$ cat config.mk
export PLATFORM = sky130hd
export DESIGN_NAME = gpio_pad_cfg_seq
export DESIGN_NICKNAME = d
export VERILOG_FILES = /design/src/rtl/gpio_pad_cfg_seq.sv
export SDC_FILE = /design/constraint.sdc
export NUM_CORES = 1
export LEC_CHECK = 0
export CAP_MARGIN = 10
export CORE_MARGIN = 8
export CORE_UTILIZATION = 54
export DETAILED_ROUTE_END_ITERATION = 10
export PLACE_DENSITY_LB_ADDON = 0.25
export SLEW_MARGIN = 20
export SYNTH_ARGS = -nofsm -noshare
export SYNTH_HDL_FRONTEND = slang
export SYNTH_SLANG_ARGS = --single-unit
$ cat constraint.sdc
create_clock -name clk_i -period 3.3 [get_ports clk_i]
set_input_delay 0.66 -clock clk_i [delete_from_list [all_inputs] [get_ports clk_i]]
set_output_delay 0.66 -clock clk_i [all_outputs]
set_load 0.01 [all_outputs]
$ cat src/rtl/gpio_pad_cfg_seq.sv
// gpio_pad_cfg_seq
//   Static mode-pin sequencer for N sky130 gpiov2 pads. Each single-pad
//   reconfiguration request is applied glitch-free in five steps: isolate the
//   pad output, settle, load the new config, settle again, then release.
//
//   Optional feature macro: GPIO_PAD_CFG_SEQ_STARTUP_EN
//     defined   : after reset all pads are isolated at 8'h80 and are walked to
//                 DEFAULT_CFG one at a time before requests are accepted.
//     undefined : pads leave reset at DEFAULT_CFG, not isolated, ready at once.
//
// Ports
//   clk_i, rst_i          clock, synchronous active-high reset
//   req_valid_i/ready_o   request handshake
//   req_pad_i, req_cfg_i  target pad index and new config word
//   done_o, err_o         completion pulse; err_o marks a rejected index
//   busy_o                sequencer not idle
//   core_oe_n_i           core output enables (active-low)
//   pad_*_o               pad mode pins; pad k owns bit k (DM: bits 3k+2:3k)
//
// Config word: [2:0] dm, [3] inp_dis, [4] slow, [5] vtrip_sel,
//              [6] ib_mode_sel, [7] oe_allow
//
// state    | meaning
// ---------+-----------------------------------------------------------
// IDLE     | ready for a request
// ISOLATE  | target pad forced tristate, SETTLE-cycle quiesce
// APPLY    | single cycle; config loaded at the exit edge
// RELEASE  | SETTLE-cycle quiesce with the new config in place
// DONE     | single cycle; isolation lifted, done_o pulse
// STARTUP  | (macro only) post-reset walk of all pads to DEFAULT_CFG
module gpio_pad_cfg_seq #(
  parameter int         N           = 8,
  parameter int         SETTLE      = 4,
  parameter logic [7:0] DEFAULT_CFG = 8'h02
) (
  input  logic                 clk_i,
  input  logic                 rst_i,
  input  logic                 req_valid_i,
  output logic                 req_ready_o,
  input  logic [$clog2(N)-1:0] req_pad_i,
  input  logic [7:0]           req_cfg_i,
  output logic                 done_o,
  output logic                 err_o,
  output logic                 busy_o,
  input  logic [N-1:0]         core_oe_n_i,
  output logic [N-1:0]         pad_oe_n_o,
  output logic [3*N-1:0]       pad_dm_o,
  output logic [N-1:0]         pad_inp_dis_o,
  output logic [N-1:0]         pad_slow_o,
  output logic [N-1:0]         pad_vtrip_sel_o,
  output logic [N-1:0]         pad_ib_mode_sel_o
);

  localparam int PW = $clog2(N);
  localparam int CW = $clog2(2*SETTLE+2);

  typedef enum logic [2:0] {
    S_IDLE    = 3'd0,
    S_ISOLATE = 3'd1,
    S_APPLY   = 3'd2,
    S_RELEASE = 3'd3,
`ifdef GPIO_PAD_CFG_SEQ_STARTUP_EN
    S_DONE    = 3'd4,
    S_STARTUP = 3'd5
`else
    S_DONE    = 3'd4
`endif
  } state_e;

`ifdef GPIO_PAD_CFG_SEQ_STARTUP_EN
  localparam state_e     RST_STATE = S_STARTUP;
  localparam logic [N-1:0] ISO_RST = {N{1'b1}};
  localparam logic [7:0] CFG_RST   = 8'h80;
  // Per-pad startup slot is 2*SETTLE+2 cycles, counted down to zero.
  localparam logic [CW-1:0] SC_INIT = CW'(2*SETTLE+1);
  localparam logic [CW-1:0] SC_APPLY = CW'(SETTLE+1);
`else
  localparam state_e     RST_STATE = S_IDLE;
  localparam logic [N-1:0] ISO_RST = '0;
  localparam logic [7:0] CFG_RST   = DEFAULT_CFG;
`endif

  state_e          state_q, state_d;
  logic [CW-1:0]   cnt_q;
  logic [PW-1:0]   pad_q;
  logic [7:0]      new_cfg_q;
  logic            err_q;
  logic [N-1:0]    iso_q;
  logic [7:0]      cfg_q [N];
  logic            pad_oor;

`ifdef GPIO_PAD_CFG_SEQ_STARTUP_EN
  logic [CW-1:0]   sc_q;
  logic [PW-1:0]   spad_q;
  logic            last_pad;
  assign last_pad = (32'(spad_q) == 32'(N-1));
`endif

  // Only reachable when N is not a power of two.
  assign pad_oor = (32'(req_pad_i) >= 32'(N));

  always_ff @(posedge clk_i) begin
    if (rst_i) state_q <= RST_STATE;
    else       state_q <= state_d;
  end

  always_comb begin
    state_d = state_q;
    unique case (state_q)
      S_IDLE:    if (req_valid_i) state_d = pad_oor ? S_DONE : S_ISOLATE;
      S_ISOLATE: if (cnt_q == '0) state_d = S_APPLY;
      S_APPLY:   state_d = S_RELEASE;
      S_RELEASE: if (cnt_q == '0) state_d = S_DONE;
      S_DONE:    state_d = S_IDLE;
`ifdef GPIO_PAD_CFG_SEQ_STARTUP_EN
      S_STARTUP: if ((sc_q == '0) && last_pad) state_d = S_IDLE;
`endif
      default:   state_d = S_IDLE;
    endcase
  end

  always_comb begin
    req_ready_o = (state_q == S_IDLE);
    busy_o      = (state_q != S_IDLE);
    done_o      = (state_q == S_DONE);
    err_o       = (state_q == S_DONE) & err_q;
  end

  always_ff @(posedge clk_i) begin
    if (rst_i) begin
      cnt_q     <= '0;
      pad_q     <= '0;
      new_cfg_q <= '0;
      err_q     <= 1'b0;
      iso_q     <= ISO_RST;
      for (int k = 0; k < N; k++) cfg_q[k] <= CFG_RST;
`ifdef GPIO_PAD_CFG_SEQ_STARTUP_EN
      sc_q      <= SC_INIT;
      spad_q    <= '0;
`endif
    end else begin
      unique case (state_q)
        S_IDLE: begin
          if (req_valid_i) begin
            pad_q     <= req_pad_i;
            new_cfg_q <= req_cfg_i;
            err_q     <= pad_oor;
            cnt_q     <= CW'(SETTLE-1);
            if (!pad_oor) iso_q[req_pad_i] <= 1'b1;
          end
        end
        // Reload on exit so RELEASE starts with a full count.
        S_ISOLATE: cnt_q <= (cnt_q == '0) ? CW'(SETTLE-1) : cnt_q - CW'(1);
        S_APPLY:   cfg_q[pad_q] <= new_cfg_q;
        S_RELEASE: begin
          if (cnt_q == '0) iso_q[pad_q] <= 1'b0;
          else             cnt_q <= cnt_q - CW'(1);
        end
`ifdef GPIO_PAD_CFG_SEQ_STARTUP_EN
        S_STARTUP: begin
          if (sc_q == SC_APPLY) cfg_q[spad_q] <= DEFAULT_CFG;
          if (sc_q == '0) begin
            iso_q[spad_q] <= 1'b0;
            sc_q          <= SC_INIT;
            spad_q        <= spad_q + PW'(1);
          end else begin
            sc_q <= sc_q - CW'(1);
          end
        end
`endif
        default: ;
      endcase
    end
  end

  for (genvar k = 0; k < N; k++) begin : g_pad
    assign pad_oe_n_o[k]        = core_oe_n_i[k] | iso_q[k] | ~cfg_q[k][7];
    assign pad_dm_o[3*k +: 3]   = cfg_q[k][2:0];
    assign pad_inp_dis_o[k]     = cfg_q[k][3];
    assign pad_slow_o[k]        = cfg_q[k][4];
    assign pad_vtrip_sel_o[k]   = cfg_q[k][5];
    assign pad_ib_mode_sel_o[k] = cfg_q[k][6];
  end

endmodule

==> flow_metrics.py <==
metrics = {
    "cts": {
        "ctsResizeCount": 0,
        "clock_latency_ns": 0.35,
        "cts_setup_buffers": 0,
        "cts_sinks": 90,
        "htree_levels": 3,
        "holdBufCountCts": 0,
        "cts_tree": "done",
        "cts_buffer_depth": 2,
        "numCtsBuffers": 9,
        "cts.clk_slew.worst_paths_ns": 0.08,
        "root_buffer": "clkbuf_8",
    },
    "yosys": {
        "synth_area_leaders": "edfxtp_1, dfxtp_1, buf_4, and2_1, nand2_1",
        "synth_nets": 385,
        "synthMostInstantiatedCell": "edfxtp_1",
        "synth_top_area_cell": "edfxtp_1",
        "synth_top_area_share_pct": 47.1,
        "synthCells": 361,
        "ys_seq_area_share_pct": 59.8,
        "syn_area_per_cell_um2": 11.3,
        "ys_types": 38,
        "synth_edf_count": 64,
        "synth_common_cells": "edfxtp_1, and2_1, buf_4",
        "netlist_area_um2": 4080,
        "synthArstFlopShare_pct": 0,
        "ys_ff_latch": 90,
        "ys.flop_type": "edfxtp_1",
        "ys_warn_count": 0,
    },
    "timing": {
        "slew_viol_final": 0,
        "hold_slack_ns": 0.500,
        "finalHoldViolCount": 0,
        "finalSetupViolCount": 0,
        "worst_pin_slew_ns": 0.572,
        "finClkSkew_ns": 0.00795,
        "grt_setup_unrepaired": "no",
        "fmax_mhz": 412,
        "relSlewSlack_pct": 61.8,
        "fin_tns_setup_ns": 0,
        "min_period_ns": 2.43,
        "setup_slack_ns": 0.870,
        "period_share_pct": 73.6,
    },
    "worst_setup_path": {
        "r2r_slack_ns": 1.09,
        "r2r_start": "state_q[1]",
        "r2r_end": "cfg_q[7][6]",
        "endpoint_kind": "flip-flop",
        "arrival_ns": 2.48,
        "critPathLaunchType": "primary input",
        "startpoint": "rst_i",
        "crit_type": "primary input to flip-flop",
        "r2r_cells": 4,
        "crit_path_max_fanout": 8,
        "crit_required_ns": 3.35,
    },
    "flow_run": {
        "maxCapViolCount": 0,
    },
    "final_layout": {
        "antenna-diode-count": 0,
        "stdcell_area_um2": 4790,
        "final_core_util_pct": 65.7,
        "syn2layout_area_growth_pct": 17.4,
        "final_net_count": 417,
        "drive_above_1_share_pct": 7.79,
    },
    "detailed_routing": {
        "drtAntennaViolNets": 0,
        "drt-total-wl_um": 8080,
        "vias": 2514,
        "drt_iter0_drc": 187,
        "routedWlPerCell_um": 16.3,
        "drt_pass1_iterations": 4,
        "drc_errors": 0,
        "vias_per_cell": 5.06,
    },
    "placed_design": {
        "dpl.hpwl_um": 5860,
        "gp_congestion": 0.881,
        "dp_slack_ns": 0.525,
        "port_buffers": 88,
        "place_area_um2": 4620,
    },
    "run_status": {
        "status": "finished, final reports clean",
    },
    "floorplan": {
        "row_count": 31,
        "dieArea_um2": 10600,
        "start_util_pct": 56.0,
        "pin_count": 90,
        "die_y_um": 103,
        "die_w_um": 103,
        "core_um2": 7290,
    },
    "grt": {
        "grt_pass1_vias": 2473,
        "grt_start_max_net_pins": 37,
        "grt_pass1_wl_um": 12500,
        "track_usage_pct": 16.0,
        "grt-ovfl-total": 0,
        "antenna_found_initial": 0,
    },
    "min_path": {
        "hold-path-cell-count": 2,
        "min_from": "pad_q[2]",
        "hold-path-endpoint": "pad_q[2]",
        "min_path_type": "flip-flop to flip-flop",
    },
    "pwr": {
        "vdd_drop_max_mv": 0.393,
        "cellPowerDensity_nw_per_um2": 526,
        "leakage_nw": 1.71,
    },
}
-- cell families (layout without fill, tap and decap cells) --
family	after synthesis	count (layout)	share of synthesized area, %
AOI/OAI and AO/OA	35	35	5.70
adders and majority gates	2	2	0.613
DFF	90	90	59.8
buffers and inverters	77	114	12.6
and+or+nand+nor	155	155	20.9
other	1	1	0.0919
xor gates and xnor gates	1	1	0.215
-- flip-flops by register name (all words and copies together) (netlist names) --
name,flops
cnt_q,4
new_cfg_q,8
pad_q,3
cfg_q,64
state_q,3
iso_q,8
-- per-stage QoR --
| stage | instances | total power, mW |
|---|---|---|
| after floorplan | 361 | 1.71 |
| after global placement | 481 | 1.87 |
| after detailed placement | 481 | 1.88 |
| after CTS | 497 | 2.53 |
| after global routing | 497 | 2.64 |
| final | 497 | 2.52 |
-- metal layers --
layer / GRT usage (%) / up-vias / part of all wire, %
met5: 0 / - / 0
met4: 9.23 / 0 / 3.4
met3: 3.85 / 21 / 7.3
met2: 27.1 / 77 / 49
met1: 18.0 / 1177 / 40
li1: - / 1239 / -
-- layout make-up --
type / count / area, um^2
Tap cell: 99 / 124
Multi-Input combinational cell: 194 / 1120
Clock inverter: 7 / 52.6
Clock buffer: 9 / 124
Inverter: 8 / 30.0
Sequential cell: 90 / 2440
Fill cell: 596 / 2500
Timing Repair Buffer: 90 / 896
-- worst max-delay path, cell delays in order --
cell and delay [ns]:
clkdlybuf4s50_1 0.42, nor4b_1 0.43, nand2_1 0.30, nor2_1 0.37
or2_2 0.29
-- worst max-delay path by stage --
stage	to	slack, ns	cells after the start
floorplan	cfg_q[4][0]	1.16	5
CTS	pad_oe_n_o[4]	0.88	4
global route	cfg_q[6][1]	0.67	5
finish	cfg_q[7][6]	0.87	5
detailed placement	cfg_q[4][2]	0.52	5
global placement	cfg_q[4][2]	0.57	5
-- report_power, final --
part           switching, mW  internal [mW]
registers              0.117           1.29
logic                  0.231          0.211
clock network          0.390          0.277
total                  0.738           1.78
-- placed cells by master (no fill, tap or decap), drive strengths merged, types with 4 or more instances in the layout --
cell and count:
or3 7, clkbuf 9, a21oi 16, nor2 20, and2 59, nand2 34
a211oi 4, inv 10, or2 8, clkdlybuf4s50 88, o21ai 4, nand2b 7
edfxtp 64, dfxtp 26, nor3 8
No activity file was read; power rests on OpenSTA's default activity.
